$ cat src/rtl/comp_freq_pkg.sv
// Shared constants and types for the comparator-frequency TERO sequencer.
package comp_freq_pkg;

  localparam int unsigned NUM_BLOCKS      = 16;
  localparam int unsigned TEROS_PER_BLOCK = 8;
  localparam int unsigned NUM_STEPS       = 10;
  localparam int unsigned STEP_WEIGHT     = 128;
  localparam int unsigned CODE_W          = 11;
  localparam int unsigned CHAL_W          = 8;
  localparam int unsigned BLK_W           = 4;
  localparam int unsigned STEP_W          = $clog2(NUM_STEPS);
  localparam int unsigned OFF_W           = $clog2(TEROS_PER_BLOCK);

  typedef struct packed {
    logic [BLK_W-1:0] i;
    logic [BLK_W-1:0] j;
  } pair_t;

endpackage

$ cat src/rtl/comp_pair_decode.sv
// Combinational challenge -> block pair (i, j) mapping, always i < j.
module comp_pair_decode
  import comp_freq_pkg::*;
(
  input  logic [CHAL_W-1:0] challenge,
  output pair_t             pair
);

  logic [2:0] r;
  logic [3:0] p;
  logic       unused_msb;

  assign r          = challenge[6:4];
  assign p          = challenge[3:0];
  assign unused_msb = challenge[7];

  // Row r owns 15-r pairs (r, r+1..15); overflowing p folds onto row 14-r.
  always_comb begin
    pair = '0;
    if ({1'b0, p} < (5'd15 - {2'b00, r})) begin
      pair.i = {1'b0, r};
      pair.j = {1'b0, r} + 4'd1 + p;
    end else begin
      pair.i = 4'd14 - {1'b0, r};
      pair.j = p;
    end
  end

endmodule

$ cat src/rtl/comp_freq_cnt.sv
// Walks the 160 TERO/step codes of the block pair selected by the challenge.
module comp_freq_cnt
  import comp_freq_pkg::*;
(
  input  logic              clk,
  input  logic              reset,
  input  logic [CHAL_W-1:0] challenge_in,
  input  logic              increment,
  output logic [CODE_W-1:0] next_TERO,
  output logic              done
);

  pair_t             pair_dec;
  pair_t             pair_q;
  logic [STEP_W-1:0] step_q, step_d;
  logic [OFF_W-1:0]  offset_q, offset_d;
  logic              half_q, half_d;
  logic              done_q, done_d;
  logic              step_wrap, offset_wrap, at_last;
  logic [BLK_W-1:0]  block;
  logic [6:0]        tero_index;

  comp_pair_decode u_decode (
    .challenge (challenge_in),
    .pair      (pair_dec)
  );

  assign step_wrap   = (step_q == STEP_W'(NUM_STEPS - 1));
  assign offset_wrap = (offset_q == OFF_W'(TEROS_PER_BLOCK - 1));
  assign at_last     = step_wrap && offset_wrap && half_q;

  always_comb begin
    step_d   = step_q;
    offset_d = offset_q;
    half_d   = half_q;
    done_d   = done_q;
    if (increment && !done_q) begin
      if (at_last) begin
        // Counters saturate on the final code; only done moves.
        done_d = 1'b1;
      end else if (step_wrap) begin
        step_d   = '0;
        offset_d = offset_q + OFF_W'(1);
        if (offset_wrap) begin
          half_d = 1'b1;
        end
      end else begin
        step_d = step_q + STEP_W'(1);
      end
    end
  end

  always_ff @(posedge clk) begin
    if (!reset) begin
      pair_q   <= pair_dec;
      step_q   <= '0;
      offset_q <= '0;
      half_q   <= 1'b0;
      done_q   <= 1'b0;
    end else begin
      step_q   <= step_d;
      offset_q <= offset_d;
      half_q   <= half_d;
      done_q   <= done_d;
    end
  end

  assign block      = half_q ? pair_q.j : pair_q.i;
  assign tero_index = {block, offset_q};

  // tero_index < STEP_WEIGHT, so step*128 + tero_index is a plain concatenation.
  assign next_TERO = {step_q, tero_index};
  assign done      = done_q;

endmodule

$ cat config.mk
export PLATFORM = sky130hd
export DESIGN_NAME = comp_freq_cnt
export DESIGN_NICKNAME = d
export VERILOG_FILES = /design/src/rtl/comp_freq_pkg.sv /design/src/rtl/comp_pair_decode.sv /design/src/rtl/comp_freq_cnt.sv
export SDC_FILE = /design/constraint.sdc
export NUM_CORES = 1
export LEC_CHECK = 0
export CORE_MARGIN = 5
export CORE_UTILIZATION = 40
export DETAILED_ROUTE_END_ITERATION = 16
export GPL_TIMING_DRIVEN = 0
export PLACE_DENSITY = 0.65
export SLEW_MARGIN = 40
export SYNTH_ARGS = -nofsm -noshare
export SYNTH_HDL_FRONTEND = slang
export SYNTH_HIERARCHICAL = 1
export SYNTH_SLANG_ARGS = --single-unit
$ cat constraint.sdc
create_clock -name clk -period 2.74 [get_ports clk]
set_clock_uncertainty 0.05 [all_clocks]
set_input_delay 0.411 -clock clk [delete_from_list [all_inputs] [get_ports clk]]
set_output_delay 0.411 -clock clk [all_outputs]
set_load 0.05 [all_outputs]
# [Word level (Yosys, flattened, before mapping)]
# Cells that the tools add are included.
[word_totals] out_inout_bits=12 regBits=17 n_memories=0 ramBits=0 inputBits=11 latch_bits=0 romBits=0
[classes] n_shift=0 order_cmp=1 mux=3 add_sub_neg=6 n_bitwise=1 div_mod_pow=0 n_eq_ne=2 n_mul=0 n_reduce_logical=8
[op_table] op="$mux 4" n=2
[op_table] op="$mux 7" n=1
[op_table] op="$lt 4x5->1" n=1
[op_table] op="$sub 4x3->5 const A" n=1
[op_table] op="$add 3x1->4 const B" n=1
[op_table] op="$add 4x1->4 const B" n=1
[op_table] op="$add 4x4->4" n=1
[op_table] op="$eq 4x4->1 const B" n=1
[op_table] op="$reduce_and 2->1" n=2
[op_table] op="$reduce_and 4->1" n=1
[op_table] op="$sub 4x3->4 const A" n=1
[op_table] op="$add 3x1->3 const B" n=1
[op_table] op="$eq 3x3->1 const B" n=1
[op_table] op="$logic_and 1x1->1" n=3
[op_table] op="$reduce_and 3->1" n=1
[op_table] op="$logic_not 1->1" n=1
[op_table] op="$not 1->1" n=1

# [Longest topological paths before layout]
[logic_depth] depth_word=5 depth_mapped=5 depth_no_buf=5

# [Cells and area by module]
# The synthesis kept the hierarchy.
[by_module_without_submodules] module="comp_freq_cnt" instances=1 cells_per_inst=58 area_per_inst_um2=742.0
[by_module_without_submodules] module="comp_pair_decode" instances=1 cells_per_inst=25 area_per_inst_um2=239.0

# [Worst setup path before layout]
# OpenSTA, ideal clock, no wires.
[synth_path] kind="register to register" startpoint="reg offset_q[0]" endpoint="reg step_q[3]" path_buffers=0 setup_ns=0.136 path_slack_ns=0.923 path_stages_with_launch=6 t_arrival_ns=1.632 t_required_ns=2.554 cell_sequence="dfxtp_1 -> ha_1 -> ha_1 -> and3_2 -> a2111oi_0 -> nor4_1"
[synth_via] elab_chain_len=5
[synth_rtl] element="start: declaration" line_no="comp_freq_cnt.sv:16" text="logic [OFF_W-1:0] offset_q, offset_d;"
[synth_rtl] element="start signal: assignment" line_no="comp_freq_cnt.sv:62" text="offset_q <= offset_d;"
[synth_rtl] element="$eq 3x3->1" line_no="comp_freq_cnt.sv:29" text="assign offset_wrap = (offset_q == OFF_W'(TEROS_PER_BLOCK - 1));"
[synth_rtl] element="$logic_and 1x1->1 (2 in a row)" line_no="comp_freq_cnt.sv:30" text="assign at_last = step_wrap && offset_wrap && half_q;"
[synth_rtl] element="$not 1->1 (no line)"
[synth_rtl] element="$reduce_and 2->1 (no line)"
[synth_rtl] element="end signal: assignment" line_no="comp_freq_cnt.sv:61" text="step_q <= step_d;"
[synth_rtl] element="end: declaration" line_no="comp_freq_cnt.sv:15" text="logic [STEP_W-1:0] step_q, step_d;"
# No other way between the ends.
# A chain may end at the register's enable or synchronous reset.

# [Worst setup path in the final report]
[layout_path] startpoint="reg half_q" endpoint="out next_TERO[6]"
[layout_via] elab_chain_len=1
[layout_rtl] element="start: declaration" line_no="comp_freq_cnt.sv:17" text="logic half_q, half_d;"
[layout_rtl] element="start signal: assignment" line_no="comp_freq_cnt.sv:63" text="half_q <= half_d;"
[layout_rtl] element="$mux 4" line_no="comp_freq_cnt.sv:68" text="assign block = half_q ? pair_q.j : pair_q.i;"
[layout_rtl] element="end: declaration" line_no="comp_freq_cnt.sv:9" text="output logic [CODE_W-1:0] next_TERO,"
# No other way between the ends.

==> flow_metrics.tcl <==
set metrics [dict create \
    fmax_ghz 0.440 \
    slowest_stage "clkdlybuf4s50_1" \
    dp_hpwl_um 1370 \
    yosysSeqAreaShare_pct 42.9 \
    antenna_found_initial 0 \
    wl_per_cell_um 12.0 \
    final_cell_area_um2 1260 \
    mappedNetlistArea_um2 981 \
    tightest_slew_ns 0.505 \
    htreeDepth 1 \
    io_pins 23 \
    grt_usage_pct 11.4 \
    cts_resized 0 \
    drc_errors 0 \
    syn_avg_cell_area_um2 11.8 \
    port_buffers 21 \
    hold_class "reg2reg" \
    synth_top_area_share_pct 24.5 \
    areaGrowthSynthToFinish_pct 28.1 \
    place_area_um2 1230 \
    holdBufCountCts 0 \
    max_stage_delay_ns 0.70 \
    core.rowCount 18 \
    grt_pass1_vias 729 \
    yosysTopAreaCell "edfxtp_1" \
    clkLatencyLatePin_ns 0.28 \
    syn_inst 83 \
    regToRegSetupSlack_ns 1.08 \
    cts.path.max_buffers 2 \
    multi_input_area_um2 531 \
    cts_tree "built" \
    grt_overflow 0 \
    hold_viol 0 \
    rsz0062_at_grt "no" \
    finalSetupViolCount 0 \
    peakVddDrop_mv 0.227 \
    min_period_ns 2.27 \
    status "finished clean" \
    die_height_um 59.5 \
    cp-start-kind "flip-flop" \
    cap_violations 0 \
    cts.clk_slew.worst_paths_ns 0.10 \
    slew_violations 0 \
    required_ns 2.28 \
    synth_seq_cells 17 \
    path_class "reg2out" \
    core_um2 2410 \
    grt_max_degree 14 \
    synth_warnings 6 \
    n_fill_cell 220 \
    register_area_um2 420 \
    syn_nets 101 \
    maxSlewHeadroom_pct 66.3 \
    cts-buffers-inserted 3 \
    die-area_um2 3540 \
    finalSetupTns_ns 0 \
    clock_sinks 17 \
    cp-end-kind "output port" \
    period_share_pct 82.9 \
    crit_chain "mux2_2, clkdlybuf4s50_1" \
    utilization_pct 52.1 \
    vias_per_cell 4.99 \
    synth_area_leaders "edfxtp_1 (24%), dfxtp_1 (18%), ha_1 (7.7%)" \
    drtAntennaViolNets 0 \
    cts_setup_buffers 0 \
    drt-total-wl_um 1650 \
    diodes 0 \
    p_leak_nw 0.483 \
    routabilityCongestion 0.741 \
    dieWidth_um 59.5 \
    nNetsFinal 127 \
    routed-via-count 688 \
    cellPowerDensity_nw_per_um2 437 \
    final_layout_size_suffix_gt1_share_pct 18.5 \
    root_buffer "clkbuf_4" \
    first_pass_iters 3 \
    grt_pass1_wl_um 3030 \
    floorplan.initialDensity_pct 40.7 \
    yosysUniqueCellTypes 34 \
    worstPathArrival_ns 1.81 \
    first_iter_violations 5 \
    path_max_fanout 6 \
]
==> placed cells by master, fill, tap and decap left out, types with 2 or more instances in the layout <==
cell type	Yosys	layout
inv_1	6	6
clkbuf_4	0	3
edfxtp_1	8	8
nand2b_1	2	2
dfxtp_1	9	9
a21oi_1	2	2
nor3b_4	2	2
mux2i_1	7	7
xnor2_1	2	2
ha_1	6	6
clkdlybuf4s50_1	0	21
nand2_1	7	7
mux2_2	4	4
nand4b_1	2	2
nor2_1	5	5
==> final timing paths <==
| check | startpoint | endpoint | cells past startpoint |
|---|---|---|---|
| max | half_q$_SDFFE_PN0P_ | next_TERO[6] | 2 |
| min | offset_q[2]$_SDFFE_PN0P_ | offset_q[2]$_SDFFE_PN0P_ | 2 |
| min reg2reg | offset_q[2]$_SDFFE_PN0P_ | offset_q[2]$_SDFFE_PN0P_ | 2 |
| max reg2reg | offset_q[0]$_SDFFE_PN0P_ | step_q[3]$_SDFFE_PN0P_ | 5 |
==> area by class of cell <==
class                   instances  share of cell area, %
well taps                      30                   2.99
repair buffers                 21                   16.7
inverters                       6                   1.79
flip-flops and latches         17                   33.5
multi-input cells              59                   42.2
plain buffers                   1                  0.598
clock inverters                 1                  0.398
clock buffers                   3                   1.79
==> critical path: cells and delay by family, from the launching register on <==
| kind | cells | cell delay, ns |
|---|---|---|
| buffers and inverters | 1 | 0.70 |
| flip-flops | 1 | 0.46 |
| multiplexers | 1 | 0.37 |
==> stage by stage <==
step	instances	setup slack, ns	hold slack [ns]	total power [mW]
2_1_floorplan	83	0.923	0.497	0.383
3_3_place_gp	134	0.422	0.411	0.423
3_5_place_dp	134	0.402	0.437	0.427
4_1_cts	138	0.428	0.452	0.557
5_1_grt	138	0.389	0.479	0.579
6_report	138	0.468	0.442	0.549
==> metal layers <==
layer	vias to the layer above	wire (µm)	track usage (%)
met5	-	0	0
li1	350	-	-
met2	16	905	21.1
met3	2	103	2.40
met4	0	25	6.01
met1	320	620	11.9
==> synth_stat cells <==
cell       instances
nand2_1            7
nor2_1             5
nand4b_1           2
a211o_1            1
inv_1              6
a21oi_1            2
xnor2_1            2
nand2b_4           1
dfxtp_1            9
nand3b_4           1
mux2i_1            7
a211oi_2           1
fa_1               1
mux2_4             1
o21ai_0            1
a41oi_1            1
o21ai_2            1
and2_1             1
nor2_2             1
a21oi_4            1
buf_4              1
a31oi_1            1
a211o_2            1
edfxtp_1           8
ha_1               6
nor3b_4            2
xor2_1             1
a2111oi_0          1
and3_2             1
mux2_2             4
nand2b_1           2
nor2b_1            1
nand3_1            1
nor4_1             1
==> kinds of logic after synthesis <==
family | share of synthesized area [%]
AND/OR/NAND/NOR | 18.8
AO/OA/AOI/OAI | 9.69
flip-flops | 42.9
XOR/XNOR | 2.68
buffers and inverters | 3.06
multiplexers | 13.3
adder cells (fa/ha/maj) | 9.69
==> where the power goes <==
| group | switching, mW | internal (mW) | total, mW |
|---|---|---|---|
| registers | 0.00777 | 0.285 | 0.293 |
| logic | 0.0695 | 0.0565 | 0.126 |
| clock network | 0.0758 | 0.0541 | 0.130 |
==> sequential cells by signal, indices dropped and copies added (netlist names) <==
signal,cells
step_q,4
half_q,1
done,1
pair_q,8
offset_q,3
Note: power is estimated with default switching activity, not from simulation.
==> variant, RTL diff (same flow settings) <==
Set the package constant `NUM_STEPS` to 12 (it was 10).
--- a/src/rtl/comp_freq_pkg.sv
+++ b/src/rtl/comp_freq_pkg.sv
@@ -5,3 +5,3 @@
   localparam int unsigned TEROS_PER_BLOCK = 8;
-  localparam int unsigned NUM_STEPS       = 10;
+  localparam int unsigned NUM_STEPS       = 12;
   localparam int unsigned STEP_WEIGHT     = 128;
Function: same outputs for any inputs over 10 cycles, from zero or initial values and one cycle with reset low; that may be too few to reach the edited logic, so the function may still have changed.
==> variant against the original RTL <==
Critical path depth did not move. First-iteration DRC count rose by 100%. Synthesized area rose by 1.3%. Final area grew 0.90%. Final cell count is 2.9% higher. Sequential share of layout area down 0.30 points. Register-to-register slack improved by 0.03 ns. Worst setup slack got worse by 0.0058 ns. Power is 5.3% higher. Synthesized cell count increased by 4.8%. Sequential power rose by 1%. Wire length increased by 15%. Sequential cell count unchanged. Critical path type unchanged. Largest power group unchanged. Highest routed layer unchanged.
==> variant: results (changes against the original RTL) <==
- Setup bufs post-CTS: 0 (unchanged)
- Synth top area cells: edfxtp_1 24%, dfxtp_1 18%, ha_1 8.8%
- Vias post-DR: 734 (+6.7%)
- Final GP Congestion: 0.813 (+9.7%)
- Share of post-route cells with drive strength above 1: 0.161 (-0.0245)
- Comb pwr share: 0.264 (+0.034)
- Post-synthesis sequential area ratio: 0.423 (-0.00540)
- Multiplexer share of the synthesized area: 0.121 (-0.0117)
- FILL cells: 222 (+0.91%)
- DRC: 0 (unchanged)
- Drt wl/cell: 13.4 µm (+12%)
- Syn Nets: 106 (+5.0%)
- HPWL after DPL: 1.52 mm (+11%)
- First-pass GRT wire length: 3.31 mm (+9.1%)
- Worst-Skew Late Latency: 0.28 ns (about the same)
- Num CTS Buffers: 3 (unchanged)
- Async SR Flop Fraction: 0 (unchanged)
- Synth Area per Inst: 11.4 µm² (-3.4%)
- Distinct cells, synth: 39 (+15%)
- Top post-synthesis cells by count: 9 x dfxtp_1, 8 x edfxtp_1, 7 x ha_1
- Complex-gate fraction of the synthesized area: 0.112 (+0.0152)
- Internal power: 410 µW (+3.7%)
- Post-Synth XOR/XNOR Area: 0.0176 (-0.00915)
- Placed instance count: 138 (+3.0%)
- Peak supply drop: 0.223 mV (-1.8%)
- Clock share of power: 0.222 (-0.015)
- Outcome: complete, no violations
- Final Net Count: 132 (+3.9%)
- Area share of fa/ha/maj cells after synthesis: 0.108 (+0.0114)
- Via density: 5.17 (+3.7%)
- Initial drt markers: 10 (+5)
- Total Routing Usage GR: 0.121 (+0.00660)
- Vias in the first global route: 780 (+7.0%)
- Largest net degree at the start of global routing: 12 (-2)
- Relative slew slack: 0.665 (+0.00267)
- LEAKAGE: 0.477 nW (-1.3%)
-- variant: cell families after synthesis --
logic type,Yosys count
and+or+nand+nor,30
DFF,17
AOI/OAI and AO/OA,12
muxes,11
adders and majority gates,8
buffers and inverters,7
xor gates and xnor gates,2
-- variant: final timing paths --
path / from / endpoint / slack [ns] / cells past startpoint
max: half_q$_SDFFE_PN0P_ / next_TERO[4] / 0.46 / 2
min: offset_q[2]$_SDFFE_PN0P_ / offset_q[2]$_SDFFE_PN0P_ / 0.44 / 2
max reg2reg: offset_q[0]$_SDFFE_PN0P_ / offset_q[1]$_SDFFE_PN0P_ / 1.11 / 5
min reg2reg: offset_q[2]$_SDFFE_PN0P_ / offset_q[2]$_SDFFE_PN0P_ / 0.44 / 2
-- variant: critical path: stages (launching register included) --
cell and delay [ns]:
dfxtp_1 0.46, mux2_2 0.37, clkdlybuf4s50_1 0.71
-- variant: cell type report --
cell class,count,area share
plain buffers,2,0.00888
clock buffers,4,0.0207
inverters,5,0.0148
multi-input cells,63,0.428
flip-flops and latches,17,0.332
well taps,30,0.0296
repair buffers,21,0.166
-- variant: metal layers --
layer  share of wire  track usage  up-vias  routed length, µm
li1                -            -      372                  -
met1            0.42        0.138      344                810
met4           0.013       0.0475        0                 25
met2            0.51        0.216       16                976
met5               0            0        -                  0
met3           0.049       0.0259        2                 93
-- variant: stage by stage --
step / power, mW / setup WS [ns] / instance area (µm²) / hold WS [ns]
after floorplan: 0.406 / 0.950 / 993 / 0.499
after global placement: 0.453 / 0.429 / 1240 / 0.413
after detailed placement: 0.457 / 0.382 / 1240 / 0.435
after CTS: 0.585 / 0.442 / 1270 / 0.449
after global routing: 0.610 / 0.374 / 1270 / 0.479
final: 0.578 / 0.462 / 1270 / 0.443
